`config.mk`:
```
export PLATFORM = sky130hd
export DESIGN_NAME = xge_tx_arbiter_flat
export DESIGN_NICKNAME = d
export VERILOG_FILES = /design/src/rtl/xge_tx_arbiter_if.sv /design/src/rtl/xge_tx_arbiter.sv /design/src/flat_wrapper.sv
export SDC_FILE = /design/constraint.sdc
export NUM_CORES = 1
export LEC_CHECK = 0
export ABC_AREA = 1
export CORE_AREA = 2 2 116 118
export DETAILED_ROUTE_END_ITERATION = 7
export DIE_AREA = 0 0 118 120
export PLACE_DENSITY = 0.82
export SLEW_MARGIN = 20
export SYNTH_ARGS = -nofsm -noshare
export SYNTH_HDL_FRONTEND = slang
export SYNTH_SLANG_ARGS = --single-unit
```
`constraint.sdc`:
```
create_clock -name clk -period 2.63 [get_ports clk]
set_clock_uncertainty 0.2 [all_clocks]
set_input_delay 0.263 -clock clk [delete_from_list [all_inputs] [get_ports clk]]
set_output_delay 0.263 -clock clk [all_outputs]
set_load 0.01 [all_outputs]
```
`src/rtl/xge_tx_arbiter_if.sv`:
```
// Bundle of the two source streams and the MAC transmit handshake.
// The arbiter uses the slave view; the surrounding logic drives the master view.
interface xge_tx_arbiter_if;
  logic [63:0] s0_data;
  logic [7:0]  s0_keep;
  logic        s0_valid;
  logic        s0_last;
  logic        s0_ready;
  logic [63:0] s1_data;
  logic [7:0]  s1_keep;
  logic        s1_valid;
  logic        s1_last;
  logic        s1_ready;
  logic        tx_start;
  logic [63:0] tx_data;
  logic [7:0]  tx_data_valid;
  logic        tx_ack;

  modport slave (
    input  s0_data, s0_keep, s0_valid, s0_last,
    output s0_ready,
    input  s1_data, s1_keep, s1_valid, s1_last,
    output s1_ready,
    output tx_start, tx_data, tx_data_valid,
    input  tx_ack
  );

  modport master (
    output s0_data, s0_keep, s0_valid, s0_last,
    input  s0_ready,
    output s1_data, s1_keep, s1_valid, s1_last,
    input  s1_ready,
    input  tx_start, tx_data, tx_data_valid,
    output tx_ack
  );
endinterface

```
`src/rtl/xge_tx_arbiter.sv`:
```
// Two-source frame arbiter in front of the MAC transmit port: grants whole frames,
// runs the tx_start/tx_ack handshake, terminates frames and enforces the idle gap.
module xge_tx_arbiter #(
  parameter int unsigned IFG_CYCLES  = 2,
  parameter int unsigned ACK_TIMEOUT = 255,
  parameter bit          FIXED_PRIO  = 1'b0
) (
  input  logic            clk,
  input  logic            rst_n,
  xge_tx_arbiter_if.slave bus,
  output logic            grant_id,
  output logic            busy,
  output logic            frame_done,
  output logic            underrun,
  output logic            ack_timeout
);
  localparam logic [2:0] StIdle  = 3'd0;
  localparam logic [2:0] StReq   = 3'd1;
  localparam logic [2:0] StXfer  = 3'd2;
  localparam logic [2:0] StTail  = 3'd3;
  localparam logic [2:0] StDrain = 3'd4;
  localparam logic [2:0] StGap   = 3'd5;

  localparam logic [15:0] AckTimeout = 16'(ACK_TIMEOUT);
  localparam logic [3:0]  IfgCycles  = 4'(IFG_CYCLES);
  localparam logic [2:0]  StAfter    = (IFG_CYCLES == 0) ? StIdle : StGap;

  logic [2:0]  state_q, state_d;
  logic        grant_q, grant_d;
  logic        rr_last_q, rr_last_d;
  logic        tx_start_q, tx_start_d;
  logic [63:0] tx_data_q, tx_data_d;
  logic [7:0]  tx_valid_q, tx_valid_d;
  logic [15:0] timer_q, timer_d;
  logic [3:0]  gap_q, gap_d;
  logic        frame_done_q, frame_done_d;
  logic        underrun_q, underrun_d;
  logic        ack_timeout_q, ack_timeout_d;

  logic        winner, src, take, end_frame;
  logic [63:0] sel_data;
  logic [7:0]  sel_keep;
  logic        sel_valid, sel_last;

  // Round-robin only matters when both request; otherwise the lone requester wins.
  assign winner = (bus.s0_valid && bus.s1_valid && !FIXED_PRIO) ? !rr_last_q : !bus.s0_valid;

  // Before a grant exists the mux previews the winner's head word.
  assign src       = (state_q == StIdle) ? winner : grant_q;
  assign sel_data  = src ? bus.s1_data  : bus.s0_data;
  assign sel_keep  = src ? bus.s1_keep  : bus.s0_keep;
  assign sel_valid = src ? bus.s1_valid : bus.s0_valid;
  assign sel_last  = src ? bus.s1_last  : bus.s0_last;

  always_comb begin
    case (state_q)
      StReq:   take = bus.tx_ack;
      StXfer:  take = sel_valid;
      StDrain: take = 1'b1;
      default: take = 1'b0;
    endcase
  end

  assign bus.s0_ready      = take & ~grant_q;
  assign bus.s1_ready      = take & grant_q;
  assign bus.tx_start      = tx_start_q;
  assign bus.tx_data       = tx_data_q;
  assign bus.tx_data_valid = tx_valid_q;
  assign grant_id          = grant_q;
  assign busy              = (state_q != StIdle);
  assign frame_done        = frame_done_q;
  assign underrun          = underrun_q;
  assign ack_timeout       = ack_timeout_q;

  always_comb begin
    state_d       = state_q;
    grant_d       = grant_q;
    rr_last_d     = rr_last_q;
    tx_start_d    = tx_start_q;
    tx_data_d     = tx_data_q;
    tx_valid_d    = tx_valid_q;
    timer_d       = timer_q;
    gap_d         = gap_q;
    frame_done_d  = 1'b0;
    underrun_d    = 1'b0;
    ack_timeout_d = 1'b0;
    end_frame     = 1'b0;
    case (state_q)
      StIdle: begin
        tx_start_d = 1'b0;
        tx_data_d  = '0;
        tx_valid_d = '0;
        if (bus.s0_valid || bus.s1_valid) begin
          state_d    = StReq;
          grant_d    = winner;
          tx_start_d = 1'b1;
          tx_data_d  = sel_data;
          tx_valid_d = sel_last ? sel_keep : 8'hFF;
          timer_d    = 16'd1;
        end
      end
      StReq: begin
        if (bus.tx_ack) begin
          // The first word stays on tx_data for the cycle the MAC consumes it.
          tx_start_d = 1'b0;
          if (!sel_last) begin
            state_d = StXfer;
          end else if (sel_keep == 8'hFF) begin
            state_d = StTail;
          end else begin
            frame_done_d = 1'b1;
            end_frame    = 1'b1;
          end
        end else if (timer_q >= AckTimeout) begin
          tx_start_d    = 1'b0;
          tx_data_d     = '0;
          tx_valid_d    = '0;
          ack_timeout_d = 1'b1;
          state_d       = StDrain;
        end else begin
          timer_d = timer_q + 16'd1;
        end
      end
      StXfer: begin
        if (!sel_valid) begin
          // A non-FF valid closes the frame at the MAC.
          tx_data_d  = '0;
          tx_valid_d = '0;
          underrun_d = 1'b1;
          state_d    = StDrain;
        end else begin
          tx_data_d = sel_data;
          if (!sel_last) begin
            tx_valid_d = 8'hFF;
          end else begin
            tx_valid_d = sel_keep;
            if (sel_keep == 8'hFF) begin
              state_d = StTail;
            end else begin
              frame_done_d = 1'b1;
              end_frame    = 1'b1;
            end
          end
        end
      end
      StTail: begin
        tx_data_d    = '0;
        tx_valid_d   = '0;
        frame_done_d = 1'b1;
        end_frame    = 1'b1;
      end
      StDrain: begin
        tx_data_d  = '0;
        tx_valid_d = '0;
        if (sel_valid && sel_last) end_frame = 1'b1;
      end
      StGap: begin
        tx_data_d  = '0;
        tx_valid_d = '0;
        if (gap_q >= IfgCycles) state_d = StIdle;
        else gap_d = gap_q + 4'd1;
      end
      default: state_d = StIdle;
    endcase
    if (end_frame) begin
      state_d   = StAfter;
      rr_last_d = grant_q;
      gap_d     = 4'd1;
    end
  end

  always_ff @(posedge clk) begin
    if (!rst_n) begin
      state_q       <= StIdle;
      grant_q       <= 1'b0;
      rr_last_q     <= 1'b1;
      tx_start_q    <= 1'b0;
      tx_data_q     <= '0;
      tx_valid_q    <= '0;
      timer_q       <= '0;
      gap_q         <= '0;
      frame_done_q  <= 1'b0;
      underrun_q    <= 1'b0;
      ack_timeout_q <= 1'b0;
    end else begin
      state_q       <= state_d;
      grant_q       <= grant_d;
      rr_last_q     <= rr_last_d;
      tx_start_q    <= tx_start_d;
      tx_data_q     <= tx_data_d;
      tx_valid_q    <= tx_valid_d;
      timer_q       <= timer_d;
      gap_q         <= gap_d;
      frame_done_q  <= frame_done_d;
      underrun_q    <= underrun_d;
      ack_timeout_q <= ack_timeout_d;
    end
  end
endmodule
```
`src/flat_wrapper.sv`:
```
// flat-port wrapper written by rule: the top's interface ports become plain ports
module xge_tx_arbiter_flat 
#(
  parameter int unsigned IFG_CYCLES  = 2,
  parameter int unsigned ACK_TIMEOUT = 255,
  parameter bit          FIXED_PRIO  = 1'b0
)
  (clk, rst_n, grant_id, busy, frame_done, underrun, ack_timeout, bus_s0_data, bus_s0_keep, bus_s0_valid, bus_s0_last, bus_s0_ready, bus_s1_data, bus_s1_keep, bus_s1_valid, bus_s1_last, bus_s1_ready, bus_tx_start, bus_tx_data, bus_tx_data_valid, bus_tx_ack);
  xge_tx_arbiter_if bus_i ();
  input  logic clk;
  input  logic rst_n;
  output logic grant_id;
  output logic busy;
  output logic frame_done;
  output logic underrun;
  output logic ack_timeout;
  input wire logic [$bits(bus_i.s0_data)-1:0] bus_s0_data;
  input wire logic [$bits(bus_i.s0_keep)-1:0] bus_s0_keep;
  input wire logic [$bits(bus_i.s0_valid)-1:0] bus_s0_valid;
  input wire logic [$bits(bus_i.s0_last)-1:0] bus_s0_last;
  output wire logic [$bits(bus_i.s0_ready)-1:0] bus_s0_ready;
  input wire logic [$bits(bus_i.s1_data)-1:0] bus_s1_data;
  input wire logic [$bits(bus_i.s1_keep)-1:0] bus_s1_keep;
  input wire logic [$bits(bus_i.s1_valid)-1:0] bus_s1_valid;
  input wire logic [$bits(bus_i.s1_last)-1:0] bus_s1_last;
  output wire logic [$bits(bus_i.s1_ready)-1:0] bus_s1_ready;
  output wire logic [$bits(bus_i.tx_start)-1:0] bus_tx_start;
  output wire logic [$bits(bus_i.tx_data)-1:0] bus_tx_data;
  output wire logic [$bits(bus_i.tx_data_valid)-1:0] bus_tx_data_valid;
  input wire logic [$bits(bus_i.tx_ack)-1:0] bus_tx_ack;
  assign bus_i.s0_data = bus_s0_data;
  assign bus_i.s0_keep = bus_s0_keep;
  assign bus_i.s0_valid = bus_s0_valid;
  assign bus_i.s0_last = bus_s0_last;
  assign bus_s0_ready = bus_i.s0_ready;
  assign bus_i.s1_data = bus_s1_data;
  assign bus_i.s1_keep = bus_s1_keep;
  assign bus_i.s1_valid = bus_s1_valid;
  assign bus_i.s1_last = bus_s1_last;
  assign bus_s1_ready = bus_i.s1_ready;
  assign bus_tx_start = bus_i.tx_start;
  assign bus_tx_data = bus_i.tx_data;
  assign bus_tx_data_valid = bus_i.tx_data_valid;
  assign bus_i.tx_ack = bus_tx_ack;
  xge_tx_arbiter #(.IFG_CYCLES(IFG_CYCLES), .ACK_TIMEOUT(ACK_TIMEOUT), .FIXED_PRIO(FIXED_PRIO)) u_core (.clk(clk), .rst_n(rst_n), .bus(bus_i), .grant_id(grant_id), .busy(busy), .frame_done(frame_done), .underrun(underrun), .ack_timeout(ack_timeout));
endmodule
```
After elaboration in Yosys (flattened, before gate mapping). Index checks and enable logic that the tools add are counted.

Bits of input ports: 151. Memories: 0. Bits in registers: 101. Latch bits: 0. ROM bits: 0. RAM bits: 0.

Divide/modulo/power cells: 0. Add/subtract/negate cells: 2. Eq/ne operators: 19. $mul: 0. Shifts and indexed selects: 0. Reductions and logical operators: 23. Bitwise logic cells: 7. Mux-type cells: 48. Order comparisons: 2.

Operators with widths (number): 64-bit two-way mux (5); 64-bit one-hot mux with 4 select lines (1); 16-bit two-way mux (3); 8-bit two-way mux (6); 16-bit one-hot mux with 2 select lines (1); 8-bit one-hot mux with 4 select lines (1); 3-bit two-way mux (9); 1-bit two-way mux (17); 16-bit by 1-bit adder with 16-bit output, second input constant (1); 16-bit by 8-bit greater-or-equal comparator with 1-bit output, second input constant (1); 3-bit one-hot mux with 5 select lines (1); 2-bit AND reduction (5); 5-bit AND reduction (2); 8-bit == test, second input constant (1); 2-bit by 1-bit inequality test with 1-bit output, second input constant (4); 3-bit by 2-bit == test with 1-bit output, second input constant (2); 3-bit == test, second input constant (2); 2-bit inequality test, second input constant (3); 3-bit by 2-bit inequality test with 1-bit output, second input constant (2); 1-bit one-hot mux with 3 select lines (2); 3-bit OR reduction (2); 1-bit NOT (5); 4-bit by 1-bit adder with 4-bit output, second input constant (1); 4-bit by 2-bit greater-or-equal comparator with 1-bit output, second input constant (1); 18 further kinds (23).

Depth between registers and ports, before layout.
Depth after elaboration: 11. Mapped depth: 15. Mapped depth without buffers: 15.

Worst setup path after synthesis. Ideal clock, no wire load.

Path type: register to register. Start: reg u_core.timer_q[0]. End: reg u_core.tx_data_q[40], in the netlist u_core.bus.tx_data[40]. Data arrival time: 1704 ps. Setup slack: 598 ps. Buffers on the path: 1. Library setup time: 128 ps. Cell stages (with the launch flop): 12. Cell sequence: dfxtp_1 ha_1 nand3_1 nor2_1 nand3_1 nand2_1 inv_1 nand2_1 nand3_2 inv_1 buf_1 a21oi_1.

Longest elaborated chain between the ends: 3.

RTL lines: start: declaration (RTL line xge_tx_arbiter.sv:34) `logic [15:0] timer_q, timer_d;`; start signal: assignment (RTL line xge_tx_arbiter.sv:192) `timer_q <= timer_d;`; 16-bit by 8-bit greater-or-equal comparator with 1-bit output (RTL line xge_tx_arbiter.sv:114) `end else if (timer_q >= AckTimeout) begin`; 2-bit by 1-bit inequality test with 1-bit output (no source line); 3-bit AND reduction (no source line); end signal: assignment (RTL line xge_tx_arbiter.sv:190) `tx_data_q <= tx_data_d;`; end: declaration (RTL line xge_tx_arbiter.sv:32) `logic [63:0] tx_data_q, tx_data_d;`.

Every way passes these cells. A chain may end at the register's enable or synchronous reset.

Worst setup path in the final report.
Start: reg u_core.state_q[1]. End: out bus_s1_ready.

Longest elaborated chain between the ends: 5. Elaborated cells on any way between the ends: 8. Classes of those cells: eq/ne: 3; mux: 3; bitwise: 1; reduce/logical: 1.

RTL lines: start: declaration (RTL line xge_tx_arbiter.sv:28) `logic [2:0] state_q, state_d;`; start signal: assignment (RTL line xge_tx_arbiter.sv:174) `state_q <= StIdle;`; start signal: assignment (RTL line xge_tx_arbiter.sv:186) `state_q <= state_d;`; 3-bit zero test (RTL line xge_tx_arbiter.sv:49) `assign src = (state_q == StIdle) ? winner : grant_q;`; 1-bit two-way mux (RTL line xge_tx_arbiter.sv:49); 1-bit two-way mux (RTL line xge_tx_arbiter.sv:52) `assign sel_valid = src ? bus.s1_valid : bus.s0_valid;`; 1-bit one-hot mux with 3 select lines * (RTL line xge_tx_arbiter.sv:56) `case (state_q)`; 1-bit AND * (RTL line xge_tx_arbiter.sv:65) `assign bus.s1_ready = take & grant_q;`; end: declaration (RTL line flat_wrapper.sv:26) `output wire logic [$bits(bus_i.s1_ready)-1:0] bus_s1_ready;`.

Mark *: on every way between the ends. The rest lies on a longest branch, timed or not.

==> impl_metrics.csv <==
group,metric,value,unit
status,status,"finished clean",
detailed_routing,drt-pass1-iter-count,7,
synth,ys_seq_elements,101,
synth,ys_seq_area_share,40.9,%
die,initial_core_util,38.1,%
worst_setup_path,cp_common_cell,"nand2_1",
worst_setup_path,critPathRequiredTime,2.17,ns
detailed_routing,ant_nets,0,
sta,worst_slack,0.213,ns
placement,io_buffers,230,
synth,synth_top_area_share,40.9,%
detailed_routing,routed_wl,15.0,mm
sta,fin_crit_sh,91.9,%
synth,synth.avg_cell_area,7.01,µm²
finish,areaGrowthSynthToFinish,57.3,%
grt,antenna_found_initial,0,
sta,setup_tns,0,ns
sta,whs,0.245,ns
finish,final_layout_size_suffix_gt1_share,5.93,%
worst_setup_path,crit_type,"register to output port",
die,row_count,42,
cts,root_buffer,"clkbuf_16",
worst_setup_path,crit_buf_inv,3,
finish,finalNetCount,1077,
pwr,p_comb_share,52.0,%
finish,diodes,0,
detailed_routing,viasPerCell,4.82,
synth,synth_top_area_cell,"dfxtp_1",
placement,gp_congestion,0.921,
synth,yosys-top-cells-area,"dfxtp_1 (41%), nand2_1 (14%), o211ai_1 (9.9%), a21oi_1 (8.5%), inv_1 (7.5%)",
cts,cts_tree,"yes",
pwr,power.leakage,3.24,nW
cts,clock_sinks,101,
die,io_pins,231,
cts,clock_latency,0.34,ns
grt,grt_max_degree,109,
sta,worst_pin_slew,0.454,ns
finish,fin_util,59.9,%
sta,hold_viol,0,
worst_hold_path,min_path_type,"register to register",
pwr,peakVddDrop,0.000538,V
synth,synthDistinctLibCells,36,
worst_setup_path,crit_path_cell_trace,"inv_4 > nand2_1 > nor2_4 > nand2_4 > nand2_8 > nand2_2 > nand3_4 > nand3_1 > nand2_1 > inv_1 > dlygate4sd2_1",
pwr,p_clk_share,17.7,%
synth,netlist_instances,705,
placement,dp_slack,0.0263,ns
pwr,powerDensity,959,nW/µm²
pwr,finalPower,7.45,mW
grt,grt_pass1_wl,24.3,mm
sta,slew_headroom,69.7,%
placement,dpl.hpwl,11.2,mm
die,dieArea,14200,µm²
pwr,intPower,4.54,mW
cts,cts_made_buffers,9,
sta,max_freq,414,MHz
job,cap_violations,0,
cts,cts_max_path_buffers,2,
worst_setup_path,slowest_delay,0.37,ns
cts,hold_buffers,0,
die,fp.dieW,118,µm
worst_setup_path,arrival,1.95,ns
sta,min_period,2.42,ns
detailed_routing,vias,5318,
synth,syn_area,4940,µm²
sta,slew_violations,0,
synth,syn_nets,859,
worst_setup_path,cp_slowest_cell,"dfxtp_4",
die,fp.dieH,120,µm
detailed_routing,drc,0,
grt,grt_usage,21.2,%
worst_setup_path,path_delay_family,"simple AND/OR/NAND/NOR gates",
pwr,p_sw,2.91,mW
synth,synth-warning-count,0,
worst_setup_path,end_kind,"output port",
sta,rsz0062_at_grt,"false",
cts,clk_pin_slew,0.07,ns
grt,grt_pass1_vias,5116,
pwr,swShare,39.1,%
worst_setup_path,cp-start-kind,"register",
detailed_routing,post_drt_wl_per_cell,13.6,µm
worst_setup_path,critPathMaxFanout,9,
sta,setup_viol,0,
cts,h-tree-depth,3,
detailed_routing,drt_iter0_drc,274,
grt,grt_overflow,0,
pwr,sequentialPowerShare,30.2,%
die,core,13000,µm²
-- power by group through the flow --
| stage | Sequential [mW] | Combinational (mW) | Clock (mW) |
|---|---|---|---|
| after floorplan | 2.46 | 1.94 | 0 |
| final | 2.25 | 3.88 | 1.32 |
| after detailed placement | 2.27 | 3.82 | 0 |
| after global routing | 2.31 | 4.24 | 1.42 |
| after CTS | 2.25 | 3.89 | 1.36 |
| after global placement | 2.26 | 3.77 | 0 |
-- synthesized netlist by cell type (all sizes together) --
| library cell | count |
|---|---|
| buf | 22 |
| dfxtp | 101 |
| xor2 | 2 |
| nor3b | 3 |
| o21a | 1 |
| o211ai | 65 |
| inv | 104 |
| nor3 | 9 |
| nand4 | 4 |
| or2 | 1 |
| a21boi | 1 |
| o21ai | 36 |
| o21bai | 1 |
| a21oi | 84 |
| clkbuf | 19 |
| a22oi | 1 |
| mux2 | 1 |
| nor2 | 29 |
| nand3b | 1 |
| ha | 3 |
| nand2 | 190 |
| nand3 | 26 |
| a211oi | 1 |
-- final timing paths --
kind,start,to,slack (ns),cells after the start
min,u_core.timer_q[10],u_core.timer_q[10],0.24,2
max,u_core.state_q[1],bus_s1_ready,0.21,11
max reg2reg,u_core.timer_q[0],u_core.bus.tx_data[5],0.28,12
min reg2reg,u_core.timer_q[10],u_core.timer_q[10],0.24,2
-- cell type report --
class / count / area (µm²)
clock buffers: 15 / 258
clock inverters: 1 / 30.0
inverters: 104 / 395
fillers: 1203 / 5210
multi-input cells: 459 / 2360
repair buffers: 248 / 2480
well taps: 176 / 220
flip-flops and latches: 101 / 2030
-- flip-flops by register name, summed over array words and instances (netlist names), 3 cells and up --
signal,count
u_core.bus.tx_data,64
u_core.timer_q,16
u_core.bus.tx_data_valid,8
u_core.gap_q,4
u_core.state_q,3
-- cell families after synthesis --
kind of cell	after synthesis	synth area share, %
adders and majority gates	3	0.760
xor gates and xnor gates	2	0.355
muxes	1	0.228
and+or+nand+nor	263	23.0
AOI/OAI and AO/OA	190	22.9
buffers and inverters	145	11.9
DFF	101	40.9
-- tightest hold or removal path, cell delays in order, from the launching register on --
cell     delay, ns
dfxtp_1       0.31
nand2_1       0.06
nor2_1        0.03
-- cells in the final DEF (no fill, tap or decap), types with 3 or more instances in the layout --
cell             instances
a21oi_1                 84
nor3b_1                  3
clkdlybuf4s50_1        228
o211ai_1                65
clkbuf_16                9
nand3_1                 22
inv_1                   98
buf_12                   3
buf_4                   15
nand2_1                185
nor3_1                   9
clkbuf_1                 5
o21ai_0                 33
nand4_1                  4
ha_1                     3
inv_2                    4
dfxtp_1                 98
nor2_1                  24
-- what timing repair did --
action | CTS | global route
gates resized for setup | 8 | 7
setup buffers | 3 | 1
pin swaps | 2 | 2
endpoints found under the setup margin | 2 | 1
endpoints found under the hold margin | 0 | 0
-- metal layers --
metal	track usage [%]	wire, µm
met4	9.64	419
met1	23.8	6000
met2	37.3	7580
met5	0	0
met3	5.80	960
-- metrics by stage --
stage | cell area, µm² | cells
global placement | 7410 | 1084
CTS | 7740 | 1103
floorplan | 4940 | 705
global route | 7770 | 1104
detailed placement | 7410 | 1084
finish | 7770 | 1104
(Power assumes the default switching activity.)
==> variant 1: new RTL, config.mk and constraints unchanged <==
The output `underrun` loses its register stage (`underrun_q` becomes a continuous assignment).
--- a/src/rtl/xge_tx_arbiter.sv
+++ b/src/rtl/xge_tx_arbiter.sv
@@ -180,7 +180,6 @@
       timer_q       <= '0;
       gap_q         <= '0;
       frame_done_q  <= 1'b0;
-      underrun_q    <= 1'b0;
       ack_timeout_q <= 1'b0;
     end else begin
       state_q       <= state_d;
@@ -192,8 +191,9 @@
       timer_q       <= timer_d;
       gap_q         <= gap_d;
       frame_done_q  <= frame_done_d;
-      underrun_q    <= underrun_d;
       ack_timeout_q <= ack_timeout_d;
     end
   end
+
+  assign underrun_q = underrun_d;
 endmodule
Formal check against the unedited RTL: not equivalent (Yosys sat finds a counterexample within 4 cycles, from zero or initial values and one cycle with rst_n low).
==> variant 1 against the original RTL <==
Total power increased by 6.8%; largest power group unchanged; routed wire length increased by 0.74%; synthesized area increased by 1.3%; sequential cell count decreased by 1; largest cell class unchanged; cell area increased by 0.90%; hold slack got worse by 170 ps; worst setup slack got worse by 110 ps; first-iteration DRC count increased by 26%; critical path type unchanged; combinational power increased by 4%.
==> variant 1: results (changes against the original RTL) <==
Setup path
The largest fanout on the critical path is 5 (-4). The kind of cell with the highest combined delay along the critical path is buffers and inverters. The cell with the biggest individual delay on the critical path is sky130_fd_sc_hd__clkdlybuf4s50_1. The endpoint arrival time on the critical path is 2070 ps (+120 ps). The stage delay of the slowest cell on the critical path is 520 ps (+150 ps).

Place
The post-placement worst setup slack is 111 ps (+84.2 ps). The total placed instance area came to 7430 µm² (+0.30%). The total half-perimeter wirelength after legalization and detailed placement is 11000 µm (-2.0%).

GRT
The met2 usage in global routing is 37.4% (about the same). The met1 demand-to-capacity share in global routing is 24.3% (+0.50 points). The combined global-route utilization of all metal layers is 21.2% (+0.070 points). The via count of the first global-routing pass is 5154 (+0.74%).

The pin count of the biggest net entering global routing is 76 (-30%). The global-route track usage on met3 came to 6.32% (+0.52 points).

Layout
The register share of the cell area is 25.6% (-0.46 points). The share of layout cells above drive strength 1 came to 6.51% (+0.58 points). The post-layout instance area is 7840 µm² (+0.90%). The final net count is 1071 (-0.56%). The count of non-CTS inverters in the layout is 101 (-2.9%). The fraction of cell area in non-clock buffers is 31.5% (-0.36 points).

The count of plain and timing-repair buffers in the layout is 246 (-0.81%). The final-layout clock-cell area share is 4.47% (+0.76 points). The final-layout fill cell count is 1209 (+0.50%).

Synthesis
The proportion of synthesized area in mux cells is 0.225% (-0.0030 points). The net count after synthesis came to 861 (+0.23%). The compound-gate portion of the synthesized area is 27.9% (+5.0 points). The number of unique standard cell types used by synthesis was 32 (-11%).

The adder and majority cell fraction of the synthesized area was 0.750% (-0.010 points). The XOR/XNOR share of the synthesized area is 0.175% (-0.18 points). The number of synthesized register bits is 100 (-0.99%).

The mean post-synth cell area came to 7.08 µm² (+1.1%). In the post-synthesis netlist, the biggest area contributors are sky130_fd_sc_hd__dfxtp_1 40%, sky130_fd_sc_hd__nand2_1 10%, sky130_fd_sc_hd__o211ai_1 9.7%. The sequential fraction of the synthesis area is 40.0% (-0.94 points). Counting instances in the post-synthesis netlist gives the leading cell types as 134 x sky130_fd_sc_hd__nand2_1, 100 x sky130_fd_sc_hd__dfxtp_1, 96 x sky130_fd_sc_hd__inv_1.

Pwr
The worst vdd rail ir drop is 471 µV (-12%). The combinational group share of total power came to 50.9% (-1.1 points). The switching power was 3.04 mW (+4.5%). The clock power share is 19.3% (+1.6 points).

Route
The routed metal-1 wirelength came to 6160 µm (+2.6%). The number of iterations in the first detailed-routing pass is 4 (-3). The final routed wirelength across all metal layers is 15100 µm (+0.74%). The number of design-rule violations left by the first detailed-router iteration is 346 (+26%).

Status
The flow ran to the end, and the final reports show no timing, DRC or antenna violations.

Hold path
The class of the tightest hold or removal check is in -> reg.

STA
The worst slew slack as a fraction of its limit is 65.1% (-4.6 points).

Clock network
For the worst-skew pair, the clock arrives at the later sink with an insertion delay of 350 ps.
==> variant 1: changes by cell type in the layout (fill, tap and decap cells not counted), moves of 5 or more <==
cell,unedited run,this run
sky130_fd_sc_hd__nor2_1,24,30
sky130_fd_sc_hd__clkbuf_1,5,0
sky130_fd_sc_hd__nand2_1,185,131
sky130_fd_sc_hd__o21ai_0,33,82
sky130_fd_sc_hd__nand3_1,22,27
==> variant 1: timing repair <==
item | 4_1_cts | 5_1_grt
buffers inserted | 2 | 0
gates resized for setup | 3 | 13
setup endpoints to repair | 3 | 3
pin swaps | 2 | 0
==> variant 1: final timing paths <==
check                                         endpoint                from  slack (ps)
worst max-delay path                          underrun   u_core.state_q[1]         100
worst min-delay path                  u_core.rr_last_q               rst_n          70
worst min register to register      u_core.timer_q[11]  u_core.timer_q[11]         240
worst max register to register  u_core.bus.tx_data[58]   u_core.timer_q[0]         250
==> variant 2: new RTL, same flow settings <==
Made on the original files. `FIXED_PRIO` is set to 1'b0 in 2 places; all go to 1'b1.
--- a/src/rtl/xge_tx_arbiter.sv
+++ b/src/rtl/xge_tx_arbiter.sv
@@ -3,7 +3,7 @@
 module xge_tx_arbiter #(
   parameter int unsigned IFG_CYCLES  = 2,
   parameter int unsigned ACK_TIMEOUT = 255,
-  parameter bit          FIXED_PRIO  = 1'b0
+  parameter bit          FIXED_PRIO  = 1'b1
 ) (
   input  logic            clk,
   input  logic            rst_n,
--- a/src/flat_wrapper.sv
+++ b/src/flat_wrapper.sv
@@ -3,7 +3,7 @@
 #(
   parameter int unsigned IFG_CYCLES  = 2,
   parameter int unsigned ACK_TIMEOUT = 255,
-  parameter bit          FIXED_PRIO  = 1'b0
+  parameter bit          FIXED_PRIO  = 1'b1
 )
   (clk, rst_n, grant_id, busy, frame_done, underrun, ack_timeout, bus_s0_data, bus_s0_keep, bus_s0_valid, bus_s0_last, bus_s0_ready, bus_s1_data, bus_s1_keep, bus_s1_valid, bus_s1_last, bus_s1_ready, bus_tx_start, bus_tx_data, bus_tx_data_valid, bus_tx_ack);
   xge_tx_arbiter_if bus_i ();
Check against the original RTL: not equivalent (Yosys sat finds a counterexample within 10 cycles, from zero or initial values and one cycle with rst_n low).
==> variant 2 against the original RTL <==
Total power increased by 9.9%; sequential cell count shrank 1; routed wire length fell by 1.4%; highest routed layer unchanged; count of clock-buffer cells in the layout shrank 5; die area stayed put; cell area increased by 0.48%; critical path depth unchanged; combinational power is 17% higher; worst setup slack got worse by 38 ps; non-clock buffer count is 2 lower; largest cell class is now multi-input combinational cells; synthesized area up 0.33%.
==> variant 2: results (changes against the original RTL) <==
Status
The run finished with clean final reports.

Route
The final routed wirelength across all metal layers came to 14800 µm (-1.4%). The number of iterations in the first detailed-routing pass is 5 (-2). The detail-routed net length per standard cell is 12.8 µm (-5.8%). The mean number of vias per cell is 4.67 (-3.0%). The routed metal-1 wirelength came to 6220 µm (+3.7%). The amount of wire on met2 after detailed routing is 7230 µm (-4.7%). The number of design-rule violations left by the first detailed-router iteration came to 229 (-16%).

Synthesis
The compound-gate portion of the synthesized area is 12.5% (-10 points). The number of unique standard cell types used by synthesis came to 34 (-5.6%). The XOR/XNOR share of the synthesized area came to 0.707% (+0.35 points). The sequential fraction of the synthesis area is 40.4% (-0.54 points).

The net count after synthesis is 911 (+6.1%).

GRT
The combined global-route utilization of all metal layers is 20.5% (-0.69 points). The pin count of the biggest net entering global routing is 73 (-33%). The global-route track usage on met3 is 6.13% (+0.33 points). The via count of the first global-routing pass is 5115 (-0.020%).

The met2 usage in global routing was 36.5% (-0.80 points). The met1 demand-to-capacity share in global routing is 23.3% (-0.49 points).

Place
The post-placement worst setup slack is 99.4 ps (+73.1 ps). The total half-perimeter wirelength after legalization and detailed placement is 10700 µm (-4.0%). The number of placed cells counting well taps was 1137 (+4.9%). The global placer's final weighted congestion is 0.898 (-2.6%).

Setup path
The endpoint arrival time on the critical path came to 2530 ps (+580 ps). The cell with the biggest individual delay on the critical path is sky130_fd_sc_hd__dfxtp_1. The stage delay of the slowest cell on the critical path is 430 ps (+60 ps).

Layout
From synthesis to final layout, the design area changed by 57.5%. The final-layout fill cell count is 1240 (+3.1%). The share of layout cells above drive strength 1 is 8.27% (+2.3 points).

STA
The worst-margin pin slew came to 757 ps (+303 ps).

Clock network
The number of setup buffers added after CTS came to 1 (-2). The post-cts sizing count is 9 (+1).

Pwr
The leakage power of the design is 3.33 nW (+2.7%). The switching power is 3.47 mW (+19%). The power density normalized to cell area came to 1050 nW/µm² (+9.4%). The worst vdd rail ir drop is 562 µV (+4.4%).

The power drawn by the combinational cells came to 4.55 mW (+17%).
## variant 2: cell count changes after synthesis, moves of 10 or more
cell	unedited run	this run
sky130_fd_sc_hd__a21oi_2	0	10
sky130_fd_sc_hd__inv_1	99	35
sky130_fd_sc_hd__nand2_1	186	376
sky130_fd_sc_hd__nand2_2	1	13
sky130_fd_sc_hd__o211ai_1	65	0
sky130_fd_sc_hd__o21ai_0	33	12
## variant 2: worst paths after layout
kind                                   startpoint                endpoint  slack, ps  depth (start not counted)
worst min-delay path              u_core.gap_q[3]         u_core.gap_q[3]        240                          2
worst max register to register  u_core.timer_q[0]  u_core.bus.tx_data[42]        180                         11
worst min register to register    u_core.gap_q[3]         u_core.gap_q[3]        240                          2
worst max-delay path            u_core.timer_q[0]  u_core.bus.tx_data[42]        180                         11
## variant 2: final cells by class
type	instances	share of cell area (%)
flip-flops and latches	100	25.7
clock inverters	6	1.12
multi-input cells	578	33.7
clock buffers	10	3.06
inverters	40	1.96
well taps	176	2.82
repair buffers	246	31.6
